==> src/rtl/sprite_compositor_if.sv <==
// Pixel bus between the sprite generators / game logic and the compositor.
// The game side drives layer data and mask writes; the compositor drives
// the resolved pixel and the per-frame collision report.
interface sprite_compositor_if #(
    parameter int NUM_LAYERS = 4,
    parameter int RGB_W      = 12
);
    logic                        disp_i;
    logic                        frame_start_i;
    logic [NUM_LAYERS*RGB_W-1:0] layer_rgb_i;
    logic [NUM_LAYERS-1:0]       layer_alpha_i;
    logic                        mask_wr_i;
    logic [NUM_LAYERS-1:0]       mask_i;
    logic [RGB_W-1:0]            rgb_o;
    logic                        disp_o;
    logic [NUM_LAYERS-1:0]       coll_o;
    logic                        coll_valid_o;

    modport master (
        output disp_i, frame_start_i, layer_rgb_i, layer_alpha_i, mask_wr_i, mask_i,
        input  rgb_o, disp_o, coll_o, coll_valid_o
    );

    modport slave (
        input  disp_i, frame_start_i, layer_rgb_i, layer_alpha_i, mask_wr_i, mask_i,
        output rgb_o, disp_o, coll_o, coll_valid_o
    );
endinterface

==> src/rtl/sprite_compositor.sv <==
// N-layer fixed-priority sprite compositor with a frame-synchronous layer
// enable mask and per-frame overlap (collision) reporting.
// Two-stage pipeline: stage 1 registers inputs and the masked alpha,
// stage 2 resolves the lowest-index opaque layer over the background.
module sprite_compositor #(
    parameter int               NUM_LAYERS = 4,
    parameter int               RGB_W      = 12,
    parameter logic [RGB_W-1:0] BG_COLOR   = 12'h000
) (
    input  logic                clk,
    input  logic                rst,
    sprite_compositor_if.slave  bus
);
    logic [NUM_LAYERS*RGB_W-1:0] s1_rgb;
    logic                        s1_disp;
    logic [NUM_LAYERS-1:0]       s1_alpha;

    logic [NUM_LAYERS-1:0]       pending_mask;
    logic [NUM_LAYERS-1:0]       active_mask;

    logic [NUM_LAYERS-1:0]       acc;
    logic [NUM_LAYERS-1:0]       acc_next;
    logic                        overlap;

    logic [RGB_W-1:0]            pick_rgb;
    logic [RGB_W-1:0]            rgb_q;
    logic                        disp_q;
    logic [NUM_LAYERS-1:0]       coll_q;
    logic                        coll_valid_q;

    assign bus.rgb_o        = rgb_q;
    assign bus.disp_o       = disp_q;
    assign bus.coll_o       = coll_q;
    assign bus.coll_valid_o = coll_valid_q;

    // Mask staging: writes land in pending, which only becomes active at a
    // frame boundary; a write coinciding with the boundary takes effect at once.
    always_ff @(posedge clk) begin
        if (!rst) begin
            pending_mask <= '1;
            active_mask  <= '1;
        end else begin
            if (bus.mask_wr_i)
                pending_mask <= bus.mask_i;
            if (bus.frame_start_i)
                active_mask <= bus.mask_wr_i ? bus.mask_i : pending_mask;
        end
    end

    // Stage 1: register layer data with the enable mask already applied.
    always_ff @(posedge clk) begin
        if (!rst) begin
            s1_rgb   <= '0;
            s1_disp  <= 1'b0;
            s1_alpha <= '0;
        end else begin
            s1_rgb   <= bus.layer_rgb_i;
            s1_disp  <= bus.disp_i;
            s1_alpha <= bus.layer_alpha_i & active_mask;
        end
    end

    // Priority pick: scan high to low so the lowest opaque index wins.
    always_comb begin
        pick_rgb = BG_COLOR;
        for (int k = NUM_LAYERS - 1; k >= 0; k--) begin
            if (s1_alpha[k])
                pick_rgb = s1_rgb[k*RGB_W +: RGB_W];
        end
    end

    // Two or more effective layers opaque means overlap; a & (a-1) clears the
    // lowest set bit, so it is nonzero exactly when at least two bits are set.
    always_comb begin
        overlap  = s1_disp && ((s1_alpha & (s1_alpha - NUM_LAYERS'(1))) != '0);
        acc_next = overlap ? (acc | s1_alpha) : acc;
    end

    // Stage 2: output pixel, blanked outside the visible area.
    always_ff @(posedge clk) begin
        if (!rst) begin
            rgb_q  <= '0;
            disp_q <= 1'b0;
        end else begin
            rgb_q  <= s1_disp ? pick_rgb : '0;
            disp_q <= s1_disp;
        end
    end

    // Collision accumulator: report and clear at each frame boundary.
    always_ff @(posedge clk) begin
        if (!rst) begin
            acc          <= '0;
            coll_q       <= '0;
            coll_valid_q <= 1'b0;
        end else begin
            coll_valid_q <= bus.frame_start_i;
            if (bus.frame_start_i) begin
                coll_q <= acc_next;
                acc    <= '0;
            end else begin
                acc    <= acc_next;
            end
        end
    end
endmodule

==> src/flat_wrapper.sv <==
// flat-port wrapper written by rule: the top's interface ports become plain ports
module sprite_compositor_flat 
#(
    parameter int               NUM_LAYERS = 4,
    parameter int               RGB_W      = 12,
    parameter logic [RGB_W-1:0] BG_COLOR   = 12'h000
)
  (clk, rst, bus_disp_i, bus_frame_start_i, bus_layer_rgb_i, bus_layer_alpha_i, bus_mask_wr_i, bus_mask_i, bus_rgb_o, bus_disp_o, bus_coll_o, bus_coll_valid_o);
  sprite_compositor_if #(.NUM_LAYERS(NUM_LAYERS), .RGB_W(RGB_W)) bus_i ();
  input  logic clk;
  input  logic rst;
  input wire logic [$bits(bus_i.disp_i)-1:0] bus_disp_i;
  input wire logic [$bits(bus_i.frame_start_i)-1:0] bus_frame_start_i;
  input wire logic [$bits(bus_i.layer_rgb_i)-1:0] bus_layer_rgb_i;
  input wire logic [$bits(bus_i.layer_alpha_i)-1:0] bus_layer_alpha_i;
  input wire logic [$bits(bus_i.mask_wr_i)-1:0] bus_mask_wr_i;
  input wire logic [$bits(bus_i.mask_i)-1:0] bus_mask_i;
  output wire logic [$bits(bus_i.rgb_o)-1:0] bus_rgb_o;
  output wire logic [$bits(bus_i.disp_o)-1:0] bus_disp_o;
  output wire logic [$bits(bus_i.coll_o)-1:0] bus_coll_o;
  output wire logic [$bits(bus_i.coll_valid_o)-1:0] bus_coll_valid_o;
  assign bus_i.disp_i = bus_disp_i;
  assign bus_i.frame_start_i = bus_frame_start_i;
  assign bus_i.layer_rgb_i = bus_layer_rgb_i;
  assign bus_i.layer_alpha_i = bus_layer_alpha_i;
  assign bus_i.mask_wr_i = bus_mask_wr_i;
  assign bus_i.mask_i = bus_mask_i;
  assign bus_rgb_o = bus_i.rgb_o;
  assign bus_disp_o = bus_i.disp_o;
  assign bus_coll_o = bus_i.coll_o;
  assign bus_coll_valid_o = bus_i.coll_valid_o;
  sprite_compositor #(.NUM_LAYERS(NUM_LAYERS), .RGB_W(RGB_W), .BG_COLOR(BG_COLOR)) u_core (.clk(clk), .rst(rst), .bus(bus_i));
endmodule
==> config.mk <==
export PLATFORM = sky130hd
export DESIGN_NAME = sprite_compositor_flat
export DESIGN_NICKNAME = d
export VERILOG_FILES = /design/src/rtl/sprite_compositor_if.sv /design/src/rtl/sprite_compositor.sv /design/src/flat_wrapper.sv
export SDC_FILE = /design/constraint.sdc
export NUM_CORES = 1
export LEC_CHECK = 0
export CELL_PAD_IN_SITES_DETAIL_PLACEMENT = 1
export CELL_PAD_IN_SITES_GLOBAL_PLACEMENT = 1
export CORE_MARGIN = 2
export CORE_UTILIZATION = 38
export DETAILED_ROUTE_END_ITERATION = 16
export GPL_TIMING_DRIVEN = 0
export PLACE_DENSITY_LB_ADDON = 0.1
export SLEW_MARGIN = 20
export SYNTH_ARGS = -nofsm -noshare
export SYNTH_HDL_FRONTEND = slang
export SYNTH_SLANG_ARGS = --single-unit
==> constraint.sdc <==
create_clock -name clk -period 2.8 [get_ports clk]
set_input_delay 0.56 -clock clk [delete_from_list [all_inputs] [get_ports clk]]
set_output_delay 0.56 -clock clk [all_outputs]
set_load 0.01 [all_outputs]
==> results.py, run 1 <==
metrics = {
    "status": {
        "status": "finished clean",
    },
    "sta": {
        "layout_setup_ws_ps": 1010,
        "fin_crit_ps": 1790,
        "report.final.slew_viol_count": 0,
        "hold_viol_final": 0,
        "tightest_slew_ps": 532,
        "fmax_ghz": 0.559,
        "fin_skew_ps": 7.28,
        "maxSlewHeadroom": 0.646,
        "rsz0062_at_grt": "false",
        "setup_tns_ps": 0,
        "finalCritPeriodShare": 0.639,
        "setup_viol": 0,
    },
    "route": {
        "drtAntennaViolNets": 0,
        "dr.pass1.iters": 4,
        "routed_via_density": 4.65,
        "dr.first_iter.drc_count": 49,
        "num_vias": 1978,
        "wire_per_inst_um": 15.3,
        "drt-total-wl_um": 6500,
        "drcViolationCount": 0,
    },
    "global_routing": {
        "antenna_found_initial": 0,
        "grt_pass1_wl_um": 10200,
        "grt_overflow_total": 0,
        "grt_usage": 0.181,
        "grt_max_degree": 14,
        "grt_pass1_vias": 2011,
    },
    "power": {
        "powerDensity_nw_per_um2": 647,
        "leakage_nw": 1.47,
        "ir_drop_uv": 330,
    },
    "synth": {
        "yosysWarningCount": 0,
        "synth_cell_types": 26,
        "synth_seq_area_share": 0.626,
        "synth_edf_count": 0,
        "async_flop_share": 0,
        "synth-seq-cells": 83,
        "ys.flop_type": "dfxtp_1",
        "synth_cells": 237,
        "synth_area_um2": 2660,
        "synth_fp_nets": 298,
        "syn_avg_cell_area_um2": 11.2,
    },
    "clock_network": {
        "cts_setup_buffers": 0,
        "cts_root_buf": "clkbuf_8",
        "ctsHoldBuffers": 0,
        "clockBufferDepth": 2,
        "clk-insertion-delay-late_ps": 340,
        "cts_resized": 0,
        "clkTransAtPathRegs_ps": 80,
        "numCtsBuffers": 9,
        "cts.sinks": 83,
        "htreeDepth": 3,
        "cts_tree": "yes",
    },
    "critical_path": {
        "start_kind": "flop",
        "cp_cell_sequence": "clkdlybuf4s50_1",
        "path_delay_family": "buffers and inverters",
        "crit_buf_inv": 1,
        "cp.arrival_ps": 1230,
        "worstPathRequired_ps": 2240,
        "path_class": "flop to primary output",
        "critPathCaptureType": "primary output",
        "cp_max_fo": 2,
        "worst_path_max_delay_cell": "clkdlybuf4s50_1",
        "slowest_delay_ps": 540,
    },
    "finish": {
        "antenna_cells": 0,
        "final_cell_mix": "dfxtp_1, clkdlybuf4s50_1, and2_1, o22ai_1, nor3_1",
        "layout_commonest_cell": "dfxtp_1",
        "area_growth_pct": 41.7,
        "regArea_um2": 1660,
        "multi_input_area_um2": 903,
        "fin_util": 0.554,
        "nets": 386,
        "design_area_um2": 3760,
        "drive_gt1_frac": 0.100,
        "layoutNonFillerInstCount": 425,
        "n_fill_cell": 746,
    },
    "die": {
        "ios": 79,
        "rows": 30,
        "initial_core_util": 0.391,
        "die_w_um": 87.6,
        "die-area_um2": 7670,
        "die_h_um": 87.6,
        "coreArea_um2": 6790,
    },
    "placed_design": {
        "gp_congestion": 0.735,
        "hpwlAfterDp_um": 4850,
        "pre_cts_ws_ps": 720,
        "dp_cells": 410,
        "io_buffers": 77,
        "placed_area_um2": 3550,
    },
    "run": {
        "cap_violations": 0,
    },
    "hold_path": {
        "min_path_type": "flop to flop",
    },
}
final cells by class:
type	count	area share
flip-flops and latches	83	0.442
repair buffers	77	0.205
multi-input cells	135	0.240
clock buffers	11	0.0376
plain buffers	17	0.0219
inverters	2	0.00200
clock inverters	4	0.0200
well taps	96	0.0319
state kept, by name, indices dropped and copies added, names as in the netlist:
name / count
u_core.pending_mask: 4
u_core.active_mask: 4
u_core.s1_rgb: 48
u_core.bus.coll_valid_o: 1
u_core.acc: 4
u_core.s1_alpha: 4
u_core.bus.coll_o: 4
u_core.bus.rgb_o: 12
u_core.bus.disp_o: 1
u_core.s1_disp: 1
where the power goes:
part | internal (mW) | switching (mW)
clock | 0.522 | 0.398
sequential | 1.24 | 0.0260
combinational | 0.149 | 0.101
cells by family (layout without fill, tap and decap cells):
logic type	Yosys count	in the layout	share of synthesized area
buffers and inverters	19	111	0.0339
DFF	83	83	0.626
muxes	4	4	0.0151
and+or+nand+nor	95	95	0.205
AOI/OAI and AO/OA	36	36	0.120
per-layer routing:
layer	global-route usage	share of wire	up-vias
li1	-	-	988
met1	0.235	0.47	924
met2	0.285	0.46	59
met3	0.0660	0.056	7
met4	0.0531	0.012	0
met5	0	0	-
metrics by stage:
step | power [mW] | hold WS (ps)
floorplan | 1.40 | 424
global placement | 1.54 | 442
detailed placement | 1.54 | 459
CTS | 2.47 | 471
global route | 2.54 | 490
finish | 2.43 | 470
path summary, 6_finish.rpt:
kind,endpoint,cells past startpoint,start,slack [ps]
worst max-delay path,bus_coll_o[0],1,u_core.bus.coll_o[0]$_SDFFE_PN0P_,1010
worst min-delay path,u_core.bus.coll_o[3]$_SDFFE_PN0P_,2,u_core.acc[3]$_SDFF_PP0_,470
worst max register to register,u_core.bus.rgb_o[5]$_SDFF_PN0_,4,u_core.s1_alpha[0]$_SDFF_PN0_,1370
worst min register to register,u_core.bus.coll_o[3]$_SDFFE_PN0P_,2,u_core.acc[3]$_SDFF_PP0_,470
cells in the mapped netlist (all sizes together), types with 6 or more instances:
cell type | n | share of area
a221oi | 12 | 0.063
o22ai | 12 | 0.028
nor2 | 8 | 0.011
buf | 8 | 0.018
dfxtp | 83 | 0.63
nand2 | 6 | 0.0085
nor3 | 12 | 0.023
clkbuf | 9 | 0.013
and2 | 50 | 0.12
Note: power is estimated with default switching activity, not from simulation.
==> run 2: changes to the inputs <==
Settings changed: CORE_UTILIZATION 38 to 35.
Clock period 2.8 ns to 1.7 ns, I/O delays scaled along.
==> results.py, run 2 (synthesized netlist as in run 1, its figures left out) <==
metrics = {
    "status": {
        "status": "finished clean",
    },
    "clock_network": {
        "cts.sinks": 83,
        "cts_root_buf": "clkbuf_8",
        "cts_tree": "yes",
        "clockBufferDepth": 2,
        "ctsHoldBuffers": 0,
        "cts_resized": 0,
        "numCtsBuffers": 9,
        "clkTransAtPathRegs_ps": 80,
        "cts_setup_buffers": 0,
        "htreeDepth": 3,
        "clk-insertion-delay-late_ps": 340,
    },
    "global_routing": {
        "grt_usage": 0.168,
        "grt_overflow_total": 0,
        "grt_pass1_vias": 2062,
        "antenna_found_initial": 0,
        "grt_max_degree": 14,
        "grt_pass1_wl_um": 10700,
    },
    "critical_path": {
        "r2r-start": "u_core.s1_alpha[0]$_SDFF_PN0_",
        "cp.depth": 1,
        "path_delay_family": "buffers and inverters",
        "worstReg2RegEnd": "u_core.bus.rgb_o[8]$_SDFF_PN0_",
        "worstPathRequired_ps": 1360,
        "crit_buf_inv": 1,
        "ff2ff_path_depth": 4,
        "path_class": "flop to primary output",
        "reg2reg_setup_slack_ps": 310,
        "critPathCaptureType": "primary output",
        "start_kind": "flop",
        "cp_max_fo": 1,
        "worst_path_max_delay_cell": "clkdlybuf4s50_1",
        "slowest_delay_ps": 550,
        "cp.arrival_ps": 1240,
        "cp_cell_sequence": "clkdlybuf4s50_1",
    },
    "die": {
        "coreArea_um2": 7290,
        "die_h_um": 91.1,
        "rows": 31,
        "ios": 79,
        "die_w_um": 91.1,
        "die-area_um2": 8300,
        "initial_core_util": 0.364,
    },
    "finish": {
        "regMostFlops": "u_core.s1_rgb",
        "largest_register_ffs": 48,
        "design_area_um2": 3770,
        "antenna_cells": 0,
        "n_fill_cell": 845,
        "drive_gt1_frac": 0.103,
        "area_growth_pct": 42.2,
        "nets": 386,
        "layout_commonest_cell": "dfxtp_1",
        "final_cell_mix": "dfxtp_1, clkdlybuf4s50_1, and2_1, o22ai_1, nor3_1",
    },
    "route": {
        "dr.first_iter.drc_count": 32,
        "wire_per_inst_um": 15.7,
        "drtAntennaViolNets": 0,
        "num_vias": 1961,
        "drcViolationCount": 0,
        "routed_via_density": 4.58,
        "dr.pass1.iters": 4,
        "drt-total-wl_um": 6700,
    },
    "placed_design": {
        "gp_congestion": 0.746,
        "hpwlAfterDp_um": 4840,
        "placed_area_um2": 3550,
        "io_buffers": 77,
        "pre_cts_ws_ps": -147,
    },
    "sta": {
        "tightest_slew_ps": 505,
        "fin_skew_ps": 9.93,
        "rsz0062_at_grt": "false",
        "report.final.slew_viol_count": 0,
        "finalCritPeriodShare": 0.930,
        "timing.hold.ws_ps": 414,
        "fmax_ghz": 0.632,
        "fin_crit_ps": 1580,
        "hold_viol_final": 0,
        "layout_setup_ws_ps": 118,
        "setup_tns_ps": 0,
        "setup_viol": 0,
        "maxSlewHeadroom": 0.663,
    },
    "run": {
        "cap_violations": 0,
    },
    "power": {
        "leakage_nw": 1.49,
        "powerDensity_nw_per_um2": 1080,
        "ir_drop_uv": 445,
    },
    "hold_path": {
        "min_path_type": "primary input to flop",
        "min_to": "u_core.pending_mask[0]$_SDFF_PN1_",
        "whs_path_depth": 3,
        "min-delay-start": "bus_mask_wr_i",
    },
}
run 2: cell count changes in the layout (fill, tap and decap cells not counted):
| cell | before | now |
|---|---|---|
| clkinv_2 | 0 | 1 |
| clkbuf_8 | 10 | 11 |
| clkinv_4 | 0 | 1 |
| clkbuf_1 | 10 | 9 |
| clkinvlp_4 | 2 | 0 |
run 2: how the worst max path moves through the flow:
stage	startpoint	slack, ps	end
final	u_core.bus.rgb_o[2]$_SDFF_PN0_	120	bus_rgb_o[2]
after global routing	u_core.bus.coll_o[2]$_SDFFE_PN0P_	70	bus_coll_o[2]
after CTS	u_core.bus.coll_o[2]$_SDFFE_PN0P_	100	bus_coll_o[2]
after global placement	rst	-130	u_core.s1_rgb[28]$_SDFF_PN0_
after floorplan	u_core.s1_alpha[2]$_SDFF_PN0_	560	u_core.bus.coll_o[0]$_SDFFE_PN0P_
after detailed placement	rst	-150	u_core.s1_rgb[17]$_SDFF_PN0_
run 2: worst reg2reg max path: cells and delay by family, from the launching register on:
family / cells / cell delay (ps)
DFF: 1 / 370
AOI/OAI and AO/OA: 1 / 250
buffers and inverters: 2 / 500
and+or+nand+nor: 1 / 210
run 2: through the flow:
step           cells  power (mW)  utilization
4_1_cts          428        4.10        0.518
3_3_place_gp     413        2.54        0.487
5_1_grt          428        4.22        0.518
2_1_floorplan    237        2.31            -
6_report         428        4.06        0.518
3_5_place_dp     413        2.54        0.487
run 2: cell type report:
cell class / count / area (µm²) / share of cell area
timing repair buffer: 77 / 771 / 0.204
multi-input combinational: 135 / 903 / 0.239
sequential: 83 / 1660 / 0.440
buffer: 17 / 82.6 / 0.0219
inverter: 2 / 7.51 / 0.00199
clock buffer: 11 / 151 / 0.0401
clock inverter: 4 / 73.8 / 0.0196
tap: 99 / 124 / 0.0328
run 2: metal layers:
metal / up-vias / GRT usage / part of all wire
met5: - / 0 / 0
met2: 53 / 0.250 / 0.45
met4: 0 / 0.0556 / 0.017
met1: 906 / 0.232 / 0.49
li1: 992 / - / -
met3: 10 / 0.0490 / 0.039
run 2: power breakdown:
part           internal, mW  switching [mW]  leakage [nW]  total, mW
Clock                 0.900           0.666         0.115       1.57
Combinational         0.246           0.171         0.686      0.417
Sequential             2.04          0.0422         0.687       2.08
Total                  3.18           0.879          1.49       4.06
==> run 3: changes to the inputs <==
Settings changed: ABC_AREA from default to 1, CORE_UTILIZATION 35 to 34.
==> results.py, run 3 <==
metrics = {
    "status": {
        "status": "finished clean",
    },
    "synth": {
        "synth_edf_count": 0,
        "yosysWarningCount": 0,
        "synth_area_um2": 2850,
        "synth.most_common_cell": "nand2_1",
        "synth_seq_area_share": 0.583,
        "syn_avg_cell_area_um2": 7.94,
        "synth.area.mux_share": 0,
        "synth-seq-cells": 83,
        "synth_fp_nets": 420,
        "synth_top_area_share": 0.583,
        "async_flop_share": 0,
        "ys.flop_type": "dfxtp_1",
        "synth-compound-area-share": 0.0851,
        "synth-simple-area-share": 0.205,
        "synth_cell_types": 20,
        "synth_cells": 359,
        "synthXorXnorAreaFrac": 0,
        "synthAdderAreaFrac": 0,
        "synthTopCellsByArea": "dfxtp_1, nand2_1, inv_1",
        "synth_top_family_by_area": "simple AND/OR/NAND/NOR gates",
        "synth_top_area_cell": "dfxtp_1",
        "synth_common_cells": "nand2_1, dfxtp_1, inv_1, nor2_1, a21oi_1",
    },
    "sta": {
        "setup_viol": 0,
        "hold_viol_final": 0,
        "report.final.slew_viol_count": 0,
        "rsz0062_at_grt": "false",
        "fin_crit_ps": 1570,
        "finalCritPeriodShare": 0.926,
        "tightest_slew_ps": 423,
        "maxSlewHeadroom": 0.718,
        "fmax_ghz": 0.635,
        "fin_skew_ps": 7.24,
        "setup_tns_ps": 0,
    },
    "route": {
        "routed_via_density": 4.34,
        "drcViolationCount": 0,
        "dr.pass1.iters": 4,
        "drt-total-wl_um": 6800,
        "dr.first_iter.drc_count": 61,
        "num_vias": 2422,
        "drtAntennaViolNets": 0,
        "wire_per_inst_um": 12.2,
    },
    "finish": {
        "n_fill_cell": 1002,
        "multi_input_area_um2": 827,
        "regMostFlops": "u_core.s1_rgb",
        "layoutNonFillerInstCount": 558,
        "layout_commonest_cell": "nand2_1",
        "antenna_cells": 0,
        "area_growth_pct": 39.6,
        "largest_register_ffs": 48,
        "drive_gt1_frac": 0.0883,
        "nets": 509,
        "final_cell_mix": "nand2_1, dfxtp_1, clkdlybuf4s50_1, inv_1, nor2_1",
        "regArea_um2": 1660,
    },
    "global_routing": {
        "gr-usage-met2": 0.305,
        "grt_use_met1": 0.186,
        "grt_pass1_vias": 2538,
        "use_met3": 0.0577,
        "grt_max_degree": 15,
        "grt.busiest_layer": "met2",
        "antenna_found_initial": 0,
        "grt_usage": 0.168,
        "grt_overflow_total": 0,
        "grt_pass1_wl_um": 11300,
    },
    "critical_path": {
        "crit_start": "u_core.bus.coll_o[1]$_SDFFE_PN0P_",
        "cp.arrival_ps": 1230,
        "worstReg2RegEnd": "u_core.bus.rgb_o[9]$_SDFF_PN0_",
        "worst_path_max_delay_cell": "clkdlybuf4s50_1",
        "start_kind": "flop",
        "critPathCaptureType": "primary output",
        "r2r-start": "u_core.s1_alpha[1]$_SDFF_PN0_",
        "cp_cell_sequence": "clkdlybuf4s50_1",
        "cp_max_fo": 2,
        "reg2reg_setup_slack_ps": 440,
        "worstPathRequired_ps": 1360,
        "path_class": "flop to primary output",
        "crit_buf_inv": 1,
        "slowest_delay_ps": 540,
        "path_delay_family": "buffers and inverters",
        "ff2ff_path_depth": 5,
    },
    "power": {
        "pwr-share-seq": 0.516,
        "power_mw": 4.01,
        "power_frac_clock": 0.382,
        "powerDensity_nw_per_um2": 1010,
        "leakage_nw": 2.00,
        "internal-power_mw": 3.09,
        "switching_share": 0.230,
        "pwr-share-comb": 0.103,
        "p_sw_uw": 923,
        "ir_drop_uv": 501,
    },
    "run": {
        "cap_violations": 0,
    },
    "clock_network": {
        "ctsHoldBuffers": 0,
        "cts_resized": 0,
        "clockBufferDepth": 2,
        "htreeDepth": 3,
        "cts_tree": "yes",
        "numCtsBuffers": 9,
        "cts_setup_buffers": 0,
        "cts.sinks": 83,
        "clk-insertion-delay-late_ps": 350,
        "cts_root_buf": "clkbuf_8",
        "clkTransAtPathRegs_ps": 80,
    },
    "placed_design": {
        "hpwlAfterDp_um": 5180,
        "dp_cells": 542,
        "gp_congestion": 0.783,
        "io_buffers": 78,
    },
    "hold_path": {
        "min_path_type": "flop to flop",
        "whs_path_depth": 2,
        "min_to": "u_core.s1_alpha[2]$_SDFF_PN0_",
        "min-delay-start": "u_core.active_mask[2]$_SDFFE_PN1P_",
    },
    "die": {
        "die-area_um2": 9140,
        "ios": 79,
        "rows": 33,
        "die_w_um": 95.6,
        "die_h_um": 95.6,
        "initial_core_util": 0.349,
        "coreArea_um2": 8180,
    },
}
[run 3: worst max path at each step]
stage                     cells after the start                                  to
after floorplan                               6      u_core.bus.rgb_o[0]$_SDFF_PN0_
after global placement                        7  u_core.active_mask[1]$_SDFFE_PN1P_
after detailed placement                      7  u_core.active_mask[3]$_SDFFE_PN1P_
after CTS                                     1                       bus_coll_o[1]
after global routing                          1                       bus_coll_o[1]
final                                         1                       bus_coll_o[1]
[run 3: kinds of logic (layout without fill, tap and decap cells)]
kind of cell | count (synthesis) | after routing
AO/OA/AOI/OAI | 44 | 44
buffers and inverters | 84 | 178
flip-flops | 83 | 83
AND/OR/NAND/NOR | 148 | 148
[run 3: cell type report]
class	count	share of cell area
buffer	16	0.0264
clock buffer	10	0.0321
clock inverter	6	0.0226
inverter	68	0.0647
multi-input combinational	192	0.208
sequential	83	0.417
tap	105	0.0330
timing repair buffer	78	0.196
[run 3: power by group through the flow]
stage          Clock, mW  Combinational, mW  Sequential, mW
2_1_floorplan          0              0.187            2.11
3_3_place_gp           0              0.413            2.11
3_5_place_dp           0              0.420            2.11
4_1_cts             1.58              0.423            2.07
5_1_grt             1.68              0.468            2.08
6_report            1.53              0.412            2.07
[run 3: through the flow]
| stage | instance area, µm² | setup WS, ps | hold WS, ps | utilization |
|---|---|---|---|---|
| after floorplan | 2850 | 728 | 410 | - |
| after global placement | 3760 | 83.8 | 426 | 0.460 |
| after detailed placement | 3760 | 62.5 | 427 | 0.460 |
| after CTS | 3980 | 94.5 | 439 | 0.487 |
| after global routing | 3980 | 49.3 | 479 | 0.487 |
| final | 3980 | 126 | 435 | 0.487 |
[run 3: layer usage]
metal,up-vias,routed length (µm)
li1,1248,-
met1,1120,2840
met2,48,3530
met3,6,352
met4,0,72
met5,-,0
